`src/rtl/alu_seq_unit.sv`:
```
// Registered ALU: single-cycle ops 0-12, shift-add MUL, optional restoring DIVU/REMU (`ALU_DIV_EN`).
// Latency: 1 cycle for ops 0-12, WIDTH+1 cycles for iterative ops; result held until out_ready.
module alu_seq_unit #(
    parameter int WIDTH = 32,
    parameter int SHW   = $clog2(WIDTH)
) (
    input  logic             clk,
    input  logic             rst_n,
    input  logic             in_valid,
    output logic             in_ready,
    input  logic [3:0]       op,
    input  logic [WIDTH-1:0] inp1,
    input  logic [WIDTH-1:0] inp2,
    input  logic [SHW-1:0]   shamt,
    output logic             out_valid,
    input  logic             out_ready,
    output logic [WIDTH-1:0] alu_out,
    output logic             alu_zero,
    output logic             op_err,
    output logic             busy
);
    typedef enum logic [1:0] {IDLE, ITER, DONE} state_t;

    localparam logic [3:0] OP_MUL  = 4'd13;
    localparam logic [3:0] OP_REMU = 4'd15;

    state_t           state;
    logic [WIDTH-1:0] acc;
    logic [WIDTH-1:0] opa;
    logic [WIDTH-1:0] opb;
    logic [SHW-1:0]   cnt;
    logic             accept;
    logic             start_iter;
    logic [WIDTH-1:0] single_res;
    logic             single_err;
    logic [WIDTH-1:0] mul_next;
    logic [WIDTH-1:0] acc_nx;
    logic [WIDTH-1:0] opa_nx;
    logic [WIDTH-1:0] opb_nx;
    logic [WIDTH-1:0] iter_res;

    assign in_ready = (state == IDLE) | ((state == DONE) & out_ready);
    assign accept   = in_valid & in_ready;

`ifdef ALU_DIV_EN
    logic             is_div;
    logic             want_rem;
    logic [WIDTH:0]   trial;
    assign start_iter = (op >= OP_MUL);
`else
    assign start_iter = (op == OP_MUL);
`endif

    // Branch ops encode "taken" as 0 so alu_zero doubles as the taken flag.
    always_comb begin
        single_res = '0;
        single_err = 1'b0;
        case (op)
            4'd0:    single_res = inp1 + inp2;
            4'd1:    single_res = inp1 - inp2;
            4'd2:    single_res = inp1 & inp2;
            4'd3:    single_res = inp1 | inp2;
            4'd4:    single_res = inp1 << shamt;
            4'd5:    single_res = inp1 >> shamt;
            4'd6:    single_res = WIDTH'(inp1 < inp2);
            4'd7:    single_res = WIDTH'(inp1 != inp2);
            4'd8:    single_res = WIDTH'(inp1 == inp2);
            4'd9:    single_res = WIDTH'(inp1 <= inp2);
            4'd10:   single_res = WIDTH'(inp1 < inp2);
            4'd11:   single_res = WIDTH'(inp1 >= inp2);
            4'd12:   single_res = WIDTH'(inp1 > inp2);
            default: single_err = 1'b1;
        endcase
    end

    assign mul_next = acc + (opb[0] ? opa : '0);

    // Iteration datapath: acc/opa/opb are multiplicand/multiplier for MUL,
    // remainder/dividend-quotient/divisor for division.
    always_comb begin
        acc_nx   = mul_next;
        opa_nx   = opa << 1;
        opb_nx   = opb >> 1;
        iter_res = mul_next;
`ifdef ALU_DIV_EN
        trial = {acc, opa[WIDTH-1]} - {1'b0, opb};
        if (is_div) begin
            opb_nx = opb;
            if (trial[WIDTH]) begin
                acc_nx = {acc[WIDTH-2:0], opa[WIDTH-1]};
                opa_nx = {opa[WIDTH-2:0], 1'b0};
            end else begin
                acc_nx = trial[WIDTH-1:0];
                opa_nx = {opa[WIDTH-2:0], 1'b1};
            end
            iter_res = want_rem ? acc_nx : opa_nx;
        end
`endif
    end

    always_ff @(posedge clk or negedge rst_n) begin
        if (!rst_n) begin
            state     <= IDLE;
            out_valid <= 1'b0;
            busy      <= 1'b0;
            alu_out   <= '0;
            alu_zero  <= 1'b1;
            op_err    <= 1'b0;
            acc       <= '0;
            opa       <= '0;
            opb       <= '0;
            cnt       <= '0;
`ifdef ALU_DIV_EN
            is_div    <= 1'b0;
            want_rem  <= 1'b0;
`endif
        end else if (accept) begin
            busy <= 1'b1;
            if (start_iter) begin
                state     <= ITER;
                out_valid <= 1'b0;
                acc       <= '0;
                opa       <= inp1;
                opb       <= inp2;
                cnt       <= '0;
`ifdef ALU_DIV_EN
                is_div    <= (op != OP_MUL);
                want_rem  <= (op == OP_REMU);
`endif
            end else begin
                state     <= DONE;
                out_valid <= 1'b1;
                alu_out   <= single_res;
                alu_zero  <= (single_res == '0);
                op_err    <= single_err;
            end
        end else begin
            case (state)
                ITER: begin
                    acc <= acc_nx;
                    opa <= opa_nx;
                    opb <= opb_nx;
                    cnt <= cnt + SHW'(1);
                    if (cnt == SHW'(WIDTH - 1)) begin
                        state     <= DONE;
                        out_valid <= 1'b1;
                        alu_out   <= iter_res;
                        alu_zero  <= (iter_res == '0);
                        op_err    <= 1'b0;
                    end
                end
                DONE: begin
                    if (out_ready) begin
                        state     <= IDLE;
                        out_valid <= 1'b0;
                        busy      <= 1'b0;
                    end
                end
                default: ;
            endcase
        end
    end
endmodule
```
`config.mk`:
```
export PLATFORM = sky130hd
export DESIGN_NAME = alu_seq_unit
export DESIGN_NICKNAME = d
export VERILOG_FILES = /design/src/rtl/alu_seq_unit.sv
export SDC_FILE = /design/constraint.sdc
export NUM_CORES = 1
export LEC_CHECK = 0
export ABC_AREA = 1
export BUFFER_PORTS_ARGS = -buffer_cell sky130_fd_sc_hd__buf_2
export CORE_ASPECT_RATIO = 1.1
export CORE_MARGIN = 4
export CORE_UTILIZATION = 40
export CTS_CLUSTER_SIZE = 24
export DETAILED_ROUTE_END_ITERATION = 10
export GPL_TIMING_DRIVEN = 0
export PLACE_DENSITY = 0.53
export SYNTH_ARGS = -nofsm -noshare
export SYNTH_HDL_FRONTEND = slang
export SYNTH_SLANG_ARGS = --single-unit
```
`constraint.sdc`:
```
create_clock -name clk -period 3.5 [get_ports clk]
set_input_delay 0.175 -clock clk [delete_from_list [all_inputs] [get_ports clk]]
set_output_delay 0.175 -clock clk [all_outputs]
set_load 0.01 [all_outputs]
```
* Word-level counts from Yosys, hierarchy flattened *
Index checks and enable logic that the tools add are counted.

word-level totals
  bits in registers = 139
  bits of input ports = 77

cells by class
  $add $sub $neg = 4
  order comparisons = 4
  equality and inequality tests = 22
  shift operators = 2
  muxes and demuxes = 39
  bitwise logic cells = 5
  reductions and logical operators = 15

operators by type and width
  cell                                                 count
  two-way mux 32 bit                                   14
  case mux 32 bit (12 select lines)                    1
  adder 32 bit                                         2
  logical NOT 32 bit                                   2
  AND 32 bit                                           1
  equality test 32 bit                                 1
  >= comparator 32 bit                                 1
  greater-than comparator 32 bit                       1
  less-or-equal comparator 32 bit                      1
  less-than comparator 32 bit                          1
  != test 32 bit                                       1
  bitwise OR 32 bit                                    1
  << shifter 32 x 5 -> 32 bit                          1
  right shift 32 x 5 -> 32 bit                         1
  subtractor 32 bit                                    1
  equality test 4 bit, second input constant           6
  equality test 4 x 3 -> 1 bit, second input constant  4
  two-way mux 1 bit                                    15
  two-way mux 5 bit                                    3
  OR reduction 13 bit                                  1
  equality test 4 x 2 -> 1 bit, second input constant  2
  two-way mux 2 bit                                    4
  nonzero test 2 bit                                   4
  != test 3 bit, second input constant                 2
  17 further kinds                                     20

* Depth between registers and ports, before layout *
  depth after elaboration = 6
  mapped depth = 24
  depth with buffers taken out = 22

* Worst setup path before layout *
OpenSTA, ideal clock, no wires.

  path type = flip-flop to flip-flop
  from = reg opb[0]
  to = reg alu_zero
  library setup time = 0.068 ns
  arrival time = 2.505 ns
  required time = 3.432 ns
  path slack = 0.927 ns
  stages on the path, launching flop included = 20
  path buffers = 1
  period minus slack after synthesis = 2.573 ns
  cell sequence = dfrtp_1 clkbuf_1 nand2_1 inv_1 ha_1 fa_1 nand3_1 nand3_1 nand3_1 nand3_1 or2_2 nand2_1 nand2_1 nor2_1 nand2_1 nor2_1 nand4_1 nand2_1 inv_1 a21oi_2

on the way
  cells in the longest elaborated chain, start to end = 6

RTL lines
  element                 line  RTL
  start, declared         30    logic [WIDTH-1:0] opb;
  start signal, assigned  124   opb <= inp2;
  start signal, assigned  142   opb <= opb_nx;
  two-way mux 32 bit      76    assign mul_next = acc + (opb[0] ? opa : '0);
  adder 32 bit            76
  logical NOT 32 bit      148   alu_zero <= (iter_res == '0);
  two-way mux 1 bit       144   if (cnt == SHW'(WIDTH - 1)) begin
  two-way mux 1 bit       138   case (state)
  two-way mux 1 bit       117   end else if (accept) begin
  end signal, assigned    134   alu_zero <= (single_res == '0);
  end signal, assigned    148
  end, declared           18    output logic alu_zero,

No other way between the ends. The select of a mux whose other input is x is not followed.
A chain may end at the register's enable or synchronous reset.

==> results.py <==
metrics = {
    "run_status": {
        "status": "finished clean",
    },
    "power": {
        "p_per_area_nw_per_um2": 562,
        "power.total_mw": 11.7,
        "ir_drop_v": 0.000342,
        "leakagePower_nw": 11.5,
    },
    "route": {
        "viasPerCell": 5.76,
        "drc": 0,
        "wire_per_inst_microns": 24.2,
        "drt_iter0_drc": 2741,
        "vias": 23500,
        "drt-total-wl_mm": 98.9,
        "ant_nets": 0,
        "firstDrtPassIters": 8,
    },
    "clock_tree": {
        "cts_tree": "yes",
        "post_cts_buffers": 0,
        "cts.path.max_buffers": 2,
        "path_clk_slew_ns": 0.06,
        "cts-root-buf": "clkbuf_16",
        "cts_buffers": 17,
        "clkSinkCount": 138,
        "clk_latency_ns": 0.50,
        "cts-htree-levels": 4,
    },
    "logic_synthesis": {
        "netlist_instances": 3326,
        "ys.flop_type": "dfrtp_1",
        "avgSynthCellArea_sq_um": 5.59,
        "syn_nets": 3542,
        "netlist_area_sq_um": 18600,
        "yosysSeqAreaShare": 0.186,
        "yosys_warnings": 0,
        "synth_edf_count": 0,
        "synth_async_sr_flop_share": 1.00,
        "yosys.cell_types.count": 44,
        "ys_seq_elements": 138,
    },
    "final_layout": {
        "drive_gt1_frac": 0.0917,
        "finalNonFillerCells": 4080,
        "fin_util": 0.454,
        "nNetsFinal": 3691,
        "area_growth_pct": 11.7,
        "stdcell_area_sq_um": 20800,
        "fill_cells": 5077,
    },
    "sta": {
        "fin_crit_sh": 0.999,
        "slew_violations": 0,
        "fin_worst_skew_ns": 0.0160,
        "hold_viol_final": 0,
        "fin_crit_ns": 3.50,
        "setup_tns_ns": 0,
        "max_freq_mhz": 286,
        "worst_slack_ns": 0.00229,
        "relSlewSlack": 0.138,
        "finalSetupViolations": 0,
        "fin_hold_ws_ns": 0.0191,
        "tightest_slew_ns": 1.29,
        "rsz0062_at_grt": "yes",
    },
    "placed_design": {
        "place_inst": 4024,
        "dpl-instance-area_sq_um": 19900,
        "gp_congestion": 1.09,
        "hpwl_mm": 80.7,
        "preCtsSetupSlack_ns": -0.380,
        "numPortBuffers": 109,
    },
    "floorplanning": {
        "rows": 82,
        "die_width_microns": 214,
        "die_area_sq_um": 50000,
        "coreArea_sq_um": 45800,
        "die_h_microns": 234,
        "ios": 114,
        "initial_core_util": 0.406,
    },
    "critical_path": {
        "path_max_fanout": 11,
        "r2r_start": "out_valid",
        "reg2reg_depth": 8,
        "r2r-end": "acc[1]",
        "cp_slowest_cell": "nand2_2",
        "critPathKind": "reg2reg",
        "end_kind": "flop",
        "cp_cell_sequence": "a21oi_1, nand2_1, inv_2, nand4_1, nand2_2, inv_2, clkbuf_1, o21ai_0",
        "critPathArrivalTime_ns": 3.89,
        "start_kind": "flop",
        "cpPeakStageDelay_ns": 0.59,
        "cp.required_ns": 3.89,
        "crit_top_cell": "inv_2",
        "rrSetupSlack_ns": 0.002,
    },
    "global_route": {
        "grt_max_degree": 71,
        "groute.usage.overall": 0.390,
        "grt_overflow": 0,
        "antenna_found_initial": 2,
        "grt_pass1_vias": 21900,
        "grt_pass1_wl_mm": 142,
    },
    "min_path": {
        "hp-start": "out_ready",
        "min_delay_path_depth": 4,
        "hold_end": "busy",
        "hp-class": "in2reg",
    },
    "run": {
        "cap_viol_max_count": 0,
    },
}
[cell usage after synthesis (13+ instances only)]
cell | count | area, sq um
nand2_1 | 1087 | 4080
nand2_2 | 29 | 181
buf_4 | 14 | 105
o21ai_1 | 19 | 95.1
o22ai_1 | 28 | 175
nor3_1 | 17 | 85.1
clkbuf_1 | 51 | 191
inv_1 | 451 | 1690
inv_2 | 17 | 63.8
nand4_1 | 36 | 225
nor2_2 | 21 | 131
buf_2 | 52 | 260
ha_1 | 136 | 1700
o21ai_0 | 94 | 470
nand3b_1 | 13 | 97.6
a31oi_1 | 96 | 601
dfrtp_1 | 137 | 3430
nor2_1 | 364 | 1370
a21oi_1 | 89 | 445
nand3_1 | 485 | 2430
[placed cells by master (no fill, tap or decap), types with 50 or more instances in the layout]
cell type  count
a21oi_1       87
a31oi_1       96
buf_2        161
clkbuf_1      50
dfrtp_1      136
ha_1         136
inv_1        451
nand2_1     1084
nand3_1      481
nor2_1       361
o21ai_0       94
[power by group]
group          internal [mW]  switching [mW]
Sequential              2.35           0.575
Clock                   1.07           0.854
Combinational           2.21            4.61
[worst max-delay path by stage]
stage	from	endpoint	slack, ns
finish	out_valid	acc[1]	0.002
global route	out_valid	alu_out[1]	-0.06
CTS	opb[0]	alu_zero	0.06
detailed placement	opb[0]	alu_zero	-0.38
global placement	opb[0]	alu_zero	-0.35
floorplan	opb[0]	alu_zero	0.93
[state kept, by name (all words and copies together) (netlist names), 5 cells and up]
signal   flops
acc         32
alu_out     32
opa         32
opb         32
cnt          5
[critical path, delay by kind of cell, from the launching register on]
| kind | cells | cell delay [ns] |
|---|---|---|
| compound gates | 2 | 0.52 |
| flops | 1 | 0.41 |
| buf+inv | 3 | 1.12 |
| simple gates | 3 | 1.31 |
[cell type report]
type                       instances  area [sq um]  area share
clock buffer                      20           447      0.0215
buffer                           134           714      0.0344
sequential                       138          3460       0.167
antenna                            4          10.0    0.000482
clock inverter                    12           138     0.00663
multi-input combinational       2582         12700       0.612
timing repair buffer             131           790      0.0380
inverter                         471          1770      0.0853
tap                              588           736      0.0354
[cells by family (layout without fill, tap and decap cells)]
kind of cell | after synthesis | count (layout) | synth area share
adder cells (fa/ha/maj) | 139 | 139 | 0.0948
other | 0 | 4 | 0
AO/OA/AOI/OAI | 349 | 349 | 0.106
flip-flops | 138 | 138 | 0.186
AND/OR/NAND/NOR | 2080 | 2080 | 0.473
buffers and inverters | 606 | 768 | 0.134
XOR/XNOR | 14 | 14 | 0.00660
[metal layers]
| layer | track usage | routed length [microns] | vias up |
|---|---|---|---|
| met5 | 0.00394 | 148 | - |
| met4 | 0.248 | 7990 | 6 |
| met3 | 0.0848 | 8690 | 330 |
| met2 | 0.619 | 43600 | 1249 |
| met1 | 0.478 | 38500 | 11000 |
| li1 | - | - | 10900 |
[timing repair]
action | CTS | global route
hold buffers | 21 | 0
resized for setup | 4 | 15
setup endpoints to repair | 67 | 16
cloned | 0 | 0
endpoints found under the hold margin | 88 | 0
No activity file was read; power rests on OpenSTA's default activity.
